[config.mk]
export PLATFORM = sky130hd
export DESIGN_NAME = mem_arbiter
export DESIGN_NICKNAME = d
export VERILOG_FILES = /design/src/rtl/mem_arbiter_pkg.sv /design/src/rtl/rr_arbiter_2.sv /design/src/rtl/mem_arbiter.sv
export SDC_FILE = /design/constraint.sdc
export NUM_CORES = 1
export LEC_CHECK = 0
export BUFFER_PORTS_ARGS = -buffer_cell sky130_fd_sc_hd__buf_2
export CAP_MARGIN = 20
export CELL_PAD_IN_SITES_DETAIL_PLACEMENT = 1
export CELL_PAD_IN_SITES_GLOBAL_PLACEMENT = 1
export CORE_AREA = 8 8 78 80
export CTS_BUF_LIST = sky130_fd_sc_hd__clkbuf_4
export DETAILED_ROUTE_END_ITERATION = 7
export DIE_AREA = 0 0 86 88
export HOLD_SLACK_MARGIN = 0.06
export PLACE_DENSITY_LB_ADDON = 0.2
export SLEW_MARGIN = 20
export SYNTH_ARGS = -nofsm -noshare
export SYNTH_HDL_FRONTEND = slang
export SYNTH_SLANG_ARGS = --single-unit
[constraint.sdc]
create_clock -name clk -period 1.5 [get_ports clk]
set_input_delay 0.15 -clock clk [delete_from_list [all_inputs] [get_ports clk]]
set_output_delay 0.15 -clock clk [all_outputs]
set_load 0.005 [all_outputs]
[src/rtl/mem_arbiter_pkg.sv]
// Shared definitions for the two-master memory arbiter: FSM states, master indices
// and the read-tag type carried down the read-latency pipeline.
package mem_arbiter_pkg;

  localparam int NUM_MASTERS = 2;

  localparam logic M_CPU = 1'b0;
  localparam logic M_AUX = 1'b1;

  typedef enum logic {
    IDLE  = 1'b0,
    ISSUE = 1'b1
  } arb_state_e;

  typedef struct packed {
    logic valid;
    logic id;
  } rd_tag_t;

  function automatic logic [NUM_MASTERS-1:0] id_to_onehot(input logic id);
    return (id == M_AUX) ? 2'b10 : 2'b01;
  endfunction

endpackage

[src/rtl/rr_arbiter_2.sv]
// Combinational two-way round-robin winner pick; the master that did not win last time wins a tie.
// With MEM_ARB_LOCK_EN defined, a requesting last winner holding its lock keeps the bus.
module rr_arbiter_2
  import mem_arbiter_pkg::*;
(
  input  logic [NUM_MASTERS-1:0] req,
  input  logic                   last,
`ifdef MEM_ARB_LOCK_EN
  input  logic [NUM_MASTERS-1:0] lock,
`endif
  output logic                   any_req,
  output logic                   winner
);

  always_comb begin
    any_req = |req;
    winner  = M_CPU;
`ifdef MEM_ARB_LOCK_EN
    if (lock[last] && req[last]) begin
      winner = last;
    end else begin
`else
    begin
`endif
      case (req)
        2'b01:   winner = M_CPU;
        2'b10:   winner = M_AUX;
        2'b11:   winner = ~last;
        default: winner = M_CPU;
      endcase
    end
  end

endmodule

[src/rtl/mem_arbiter.sv]
// Two-master arbiter in front of a single-port synchronous memory, with per-master
// read-valid tags aligned to READ_LAT (1..3). Optional bus lock via MEM_ARB_LOCK_EN.
module mem_arbiter
  import mem_arbiter_pkg::*;
#(
  parameter int ADDR_WIDTH = 6,
  parameter int DATA_WIDTH = 16,
  parameter int READ_LAT   = 1
) (
  input  logic                              clk,
  input  logic                              rst_n,
  input  logic [NUM_MASTERS-1:0]            req,
  input  logic [NUM_MASTERS-1:0]            we,
  input  logic [NUM_MASTERS*ADDR_WIDTH-1:0] addr,
  input  logic [NUM_MASTERS*DATA_WIDTH-1:0] wdata,
`ifdef MEM_ARB_LOCK_EN
  input  logic [NUM_MASTERS-1:0]            lock,
`endif
  output logic [NUM_MASTERS-1:0]            gnt,
  output logic [NUM_MASTERS-1:0]            rvalid,
  output logic [DATA_WIDTH-1:0]             rdata,
  input  logic [DATA_WIDTH-1:0]             mem_in,
  output logic                              mem_we,
  output logic [ADDR_WIDTH-1:0]             mem_addr,
  output logic [DATA_WIDTH-1:0]             mem_data
);

  arb_state_e             state, state_next;
  logic                   last, last_next;
  logic [NUM_MASTERS-1:0] gnt_next;
  logic                   mem_we_next;
  logic [ADDR_WIDTH-1:0]  mem_addr_next;
  logic [DATA_WIDTH-1:0]  mem_data_next;
  logic                   any_req;
  logic                   winner;
  logic [ADDR_WIDTH-1:0]  sel_addr;
  logic [DATA_WIDTH-1:0]  sel_wdata;
  rd_tag_t                tag_in;
  rd_tag_t                tag_pipe [READ_LAT];

  rr_arbiter_2 u_rr (
    .req     (req),
    .last    (last),
`ifdef MEM_ARB_LOCK_EN
    .lock    (lock),
`endif
    .any_req (any_req),
    .winner  (winner)
  );

  assign sel_addr  = winner ? addr[ADDR_WIDTH +: ADDR_WIDTH]  : addr[0 +: ADDR_WIDTH];
  assign sel_wdata = winner ? wdata[DATA_WIDTH +: DATA_WIDTH] : wdata[0 +: DATA_WIDTH];

  // mem_addr is left holding after an access; everything else returns to zero.
  always_comb begin
    state_next    = state;
    last_next     = last;
    gnt_next      = '0;
    mem_we_next   = 1'b0;
    mem_addr_next = mem_addr;
    mem_data_next = '0;
    case (state)
      IDLE: begin
        if (any_req) begin
          gnt_next      = id_to_onehot(winner);
          mem_we_next   = we[winner];
          mem_addr_next = sel_addr;
          mem_data_next = sel_wdata;
          last_next     = winner;
          state_next    = ISSUE;
        end
      end
      ISSUE:   state_next = IDLE;
      default: state_next = IDLE;
    endcase
  end

  always_ff @(posedge clk or negedge rst_n) begin
    if (!rst_n) begin
      state    <= IDLE;
      last     <= M_AUX;
      gnt      <= '0;
      mem_we   <= 1'b0;
      mem_addr <= '0;
      mem_data <= '0;
    end else begin
      state    <= state_next;
      last     <= last_next;
      gnt      <= gnt_next;
      mem_we   <= mem_we_next;
      mem_addr <= mem_addr_next;
      mem_data <= mem_data_next;
    end
  end

  // A read tag is captured as the ISSUE cycle closes, matching the memory's first read stage.
  assign tag_in = {(state == ISSUE) && !mem_we, gnt[M_AUX]};

  always_ff @(posedge clk or negedge rst_n) begin
    if (!rst_n) begin
      for (int i = 0; i < READ_LAT; i++) begin
        tag_pipe[i] <= '0;
      end
    end else begin
      tag_pipe[0] <= tag_in;
      for (int i = 1; i < READ_LAT; i++) begin
        tag_pipe[i] <= tag_pipe[i-1];
      end
    end
  end

  assign rvalid = tag_pipe[READ_LAT-1].valid ? id_to_onehot(tag_pipe[READ_LAT-1].id) : '0;
  assign rdata  = mem_in;

endmodule

Word level (Yosys, flattened, before mapping)
Cells that the tools add are included.
{"block": "word_totals", "output_inout_bits": 43, "word_cells": 33, "ram_bits": 0, "input_bits": 66, "latchBits": 0, "register_bits": 29, "mem_bits_ro": 0, "memories": 0}
{"block": "op_classes", "n_lt_le_gt_ge": 1, "shifts": 0, "muxes": 16, "multipliers": 0, "reduce_logical": 4, "add_sub_neg": 0, "eq_ne": 2, "n_div": 0, "n_bitwise": 2}
{"cell": "16-bit 2-to-1 mux", "n": 3}
{"cell": "2-bit 2-to-1 mux", "n": 5}
{"cell": "6-bit 2-to-1 mux", "n": 1}
{"cell": "1-bit 2-to-1 mux", "n": 5}
{"cell": "2-bit == test (second input constant)", "n": 2}
{"cell": "1-bit one-hot mux with 2 select lines", "n": 2}
{"cell": "1-bit by 2-bit less-than comparator with 1-bit output (second input constant)", "n": 1}
{"cell": "1-bit inverter", "n": 2}
{"cell": "2-bit AND reduction", "n": 1}
{"cell": "2-bit OR reduction", "n": 1}
{"cell": "1-bit logical AND", "n": 1}
{"cell": "1-bit logical NOT", "n": 1}

Logic depth before layout (Yosys ltp)
{"block": "depth", "word_depth": 6, "depth_mapped": 5, "depth_no_buf": 3}

Cells and area by module
From an unflattened synthesis, not the netlist that was laid out.
{"block": "hier_totals", "cells_unflattened": 107, "area_unflattened_um2": 1368.8}
{"module": "mem_arbiter", "cells_each": 105, "area_each_um2": 1355.0, "n_inst": 1, "seq_area_each_um2": 726.9}
{"module": "rr_arbiter_2", "cells_each": 2, "area_each_um2": 13.8, "n_inst": 1, "seq_area_each_um2": 0.0}

Least setup slack after synthesis
No wires, ideal clock.
{"block": "synth_timing", "path_kind": "register to register", "start": "register last", "end": "register mem_data[10]", "stages_incl_launch_ff": 5, "slack_ns": 0.172, "t_required_ns": 1.436, "setup_time_ns": 0.064, "path_buffers": 1, "period_less_slack_ns": 1.328, "t_arrival_ns": 1.264, "path_cell_list": "dfstp_2 > inv_1 > a211oi_4 > buf_6 > a22o_2"}
{"block": "synth_between", "elab_chain_len": 5}
{"item": "from (decl)", "line_no": "mem_arbiter.sv:29", "text": "logic last, last_next;"}
{"item": "from (signal assigned)", "line_no": "mem_arbiter.sv:88", "text": "last <= last_next;"}
{"item": "1-bit inverter", "line_no": "rr_arbiter_2.sv:28", "text": "2'b11: winner = ~last;"}
{"item": "1-bit one-hot mux with 2 select lines", "line_no": "rr_arbiter_2.sv:25", "text": "case (req)"}
{"item": "16-bit 2-to-1 mux", "line_no": "mem_arbiter.sv:52", "text": "assign sel_wdata = winner ? wdata[DATA_WIDTH +: DATA_WIDTH] : wdata[0 +: DATA_WIDTH];"}
{"item": "16-bit 2-to-1 mux", "line_no": "mem_arbiter.sv:64", "text": "if (any_req) begin"}
{"item": "16-bit 2-to-1 mux", "line_no": "mem_arbiter.sv:62", "text": "case (state)"}
{"item": "via mem_data_next[10]", "line_no": "mem_arbiter.sv:33", "text": "logic [DATA_WIDTH-1:0] mem_data_next;"}
{"item": "to (signal assigned)", "line_no": "mem_arbiter.sv:92", "text": "mem_data <= mem_data_next;"}
{"item": "to (decl)", "line_no": "mem_arbiter.sv:25", "text": "output logic [DATA_WIDTH-1:0] mem_data"}
The timed path passes the listed nets, and every way through them passes these cells.
A chain may end at the register's enable or synchronous reset.

Final worst setup path
{"block": "layout_timing", "start": "register last", "end": "register mem_data[2]"}
The elaborated chain is that of the path after synthesis.

==> flow_summary.json <==
{
  "whs_ns": 0.0785,
  "ys_seq_area_share_pct": 57.2,
  "slowest_delay_ns": 0.55,
  "dp.cells": 229,
  "dr.pass1.iters": 3,
  "dp_hpwl_um": 2880,
  "fin_crit_sh_pct": 87.5,
  "grt_max_degree": 30,
  "cp.required_ns": 1.76,
  "setup_tns_ns": 0,
  "synth_area_leader_cell": "dfrtp_1",
  "critical_path.max_fanout": 18,
  "cp_top_family": "flip-flops",
  "diodes": 0,
  "cts_root_buf": "clkbuf_4",
  "synth.most_common_cell": "dfrtp_1",
  "overflow": 0,
  "synth_edf_count": 0,
  "initial_core_util_pct": 25.9,
  "synth_top_family_by_area": "compound AO/OA/AOI/OAI gates",
  "viasPerCell": 4.26,
  "power.density_mw_per_mm2": 924,
  "netlist_area_mm2": 0.00127,
  "yosys.area_share.simple_pct": 8.37,
  "layout-drive-gt1-share_pct": 47.6,
  "drt_wl_total_um": 4370,
  "yosysWarnings": 0,
  "drt_iter0_drc": 29,
  "period_needed_ns": 1.31,
  "async_reset_ff_share_pct": 100,
  "ys_ff_latch": 29,
  "grt_pass1_wl_um": 6860,
  "syn2layout_area_growth_pct": 61.7,
  "final_max_slew_viol_count": 0,
  "clock_latency_ns": 0.33,
  "ant_nets": 0,
  "wl_per_cell_um": 15.7,
  "synth_common_cells": "28 x dfrtp_1, 18 x buf_4, 12 x nand2_1",
  "synthMuxAreaShare_pct": 0,
  "clk_path_buf_depth": 2,
  "slowest_stage": "dfstp_2",
  "post_cts_resized": 0,
  "synth.distinct_cells": 19,
  "die-area_mm2": 0.00757,
  "total_power_w": 0.00190,
  "boundaryPins": 109,
  "fin_nets": 273,
  "ys_top_cells_by_area": "dfrtp_1 55%, buf_4 11%, a22o_2 7.1%",
  "outcome": "finished clean",
  "rsz0062_at_grt": "no",
  "final_cells": 278,
  "syn-num-nets": 168,
  "fillers": 583,
  "cts_tree": "built",
  "clock_sinks": 29,
  "tightest_slew_ns": 0.660,
  "synth_flop_cell": "dfrtp_1",
  "hold_class": "input pin to register",
  "synth_fa_ha_area_share_pct": 0,
  "critPathKind": "register to register",
  "rows": 26,
  "grt_pass1_vias": 1397,
  "postLayoutCellArea_mm2": 0.00205,
  "avgSynthCellArea_um2": 12.5,
  "start_kind": "register",
  "max_freq_ghz": 0.762,
  "cts_max_level": 2,
  "placed_area_mm2": 0.00159,
  "setup_violations": 0,
  "die_w_um": 86,
  "arrival_ns": 1.57,
  "synth.top_cell.area_share_pct": 55.2,
  "synth-xor-area-share_pct": 0,
  "skew_ns": 0.0108,
  "vias": 1183,
  "gp_congestion": 0.688,
  "hold_viol": 0,
  "cp_num_buf_inv": 2,
  "cap_violations": 0,
  "path_cells": "inv_1 -> a211oi_4 -> buf_12 -> a22o_1",
  "syn-instance-count": 102,
  "slew_headroom_pct": 56.0,
  "antenna_found_initial": 0,
  "cts.clk_slew.worst_paths_ns": 0.09,
  "endpoint_kind": "register",
  "synth_compound_area_share_pct": 19.8,
  "core-area_mm2": 0.00491,
  "cts-buffers-inserted": 5,
  "route.detailed.drc": 0,
  "leakagePower_nw": 1.06,
  "grt_usage_pct": 11.9,
  "chipHeight_um": 88,
  "vdd_drop_max_mv": 0.307,
  "portBuffers": 76
}
[worst reg2reg max path, stage by stage (launching register included)]
cell      delay [ns]
dfstp_2         0.55
inv_1           0.08
a211oi_4        0.28
buf_12          0.19
a22o_1          0.16
[where the power goes]
part	internal (W)	switching (W)
clock	0.000176	0.000288
combinational	0.000279	0.000216
sequential	0.000890	0.0000483
total	0.00135	0.000552
[placed cells by master (no fill, tap or decap), types with 2 or more instances in the layout]
cell type,synthesis,layout
clkinv_2,0,2
dfrtp_1,28,28
nor2_1,6,6
nor2b_1,2,2
a31oi_1,6,6
a22o_2,9,9
inv_1,2,2
a22o_1,8,8
dlygate4sd3_1,0,41
buf_2,0,76
clkbuf_4,0,5
nand2_1,12,12
[repair_timing]
action | CTS | global route
endpoints found under the setup margin | 0 | 0
hold endpoints to repair | 49 | 0
buffers inserted | 0 | 0
hold buffers | 41 | 0
[cell families (layout without fill, tap and decap cells)]
group / after synthesis / in the layout
AO/OA/AOI/OAI: 28 / 28
flip-flops: 29 / 29
buffers and inverters: 23 / 129
AND/OR/NAND/NOR: 22 / 22
[path summary, 6_finish.rpt]
path,slack (ns),to,from,cells after the start
setup / recovery,0.19,mem_data[2]$_DFF_PN0_,last$_DFFE_PN1P_,4
hold / removal,0.08,mem_addr[4]$_DFFE_PN0P_,addr[4],3
setup reg to reg,0.19,mem_data[2]$_DFF_PN0_,last$_DFFE_PN1P_,4
hold reg to reg,0.39,tag_pipe[0]$_DFF_PN0_,gnt[1]$_DFF_PN0_,0
max in group asynchronous,0.69,state$_DFF_PN0_,rst_n,2
min in group asynchronous,0.38,mem_data[15]$_DFF_PN0_,rst_n,2
[stage by stage]
| step | setup slack [ns] | util, % |
|---|---|---|
| 2_1_floorplan | 0.172 | - |
| 3_3_place_gp | 0.252 | 32.3 |
| 3_5_place_dp | 0.200 | 32.3 |
| 4_1_cts | 0.180 | 41.8 |
| 5_1_grt | 0.130 | 41.8 |
| 6_report | 0.188 | 41.8 |
[routing by layer]
| layer | share of wire [%] | GRT usage [%] |
|---|---|---|
| met1 | 33 | 10.8 |
| met4 | 2.8 | 7.80 |
| met3 | 6.6 | 3.00 |
| met5 | 0 | 0 |
| met2 | 57 | 23.0 |
[registers in the layout, indices dropped and copies added (netlist names)]
signal	flops
mem_addr	6
tag_pipe	2
mem_data	16
gnt	2
mem_we	1
last	1
state	1
[layout make-up]
type	instances	area [um2]	area share, %
clock buffer	5	37.5	1.83
tap	70	87.6	4.27
sequential	29	727	35.4
inverter	2	7.51	0.366
multi-input combinational	50	358	17.4
clock inverter	3	17.5	0.853
timing repair buffer	119	818	39.9
No activity file was read; power rests on OpenSTA's default activity.
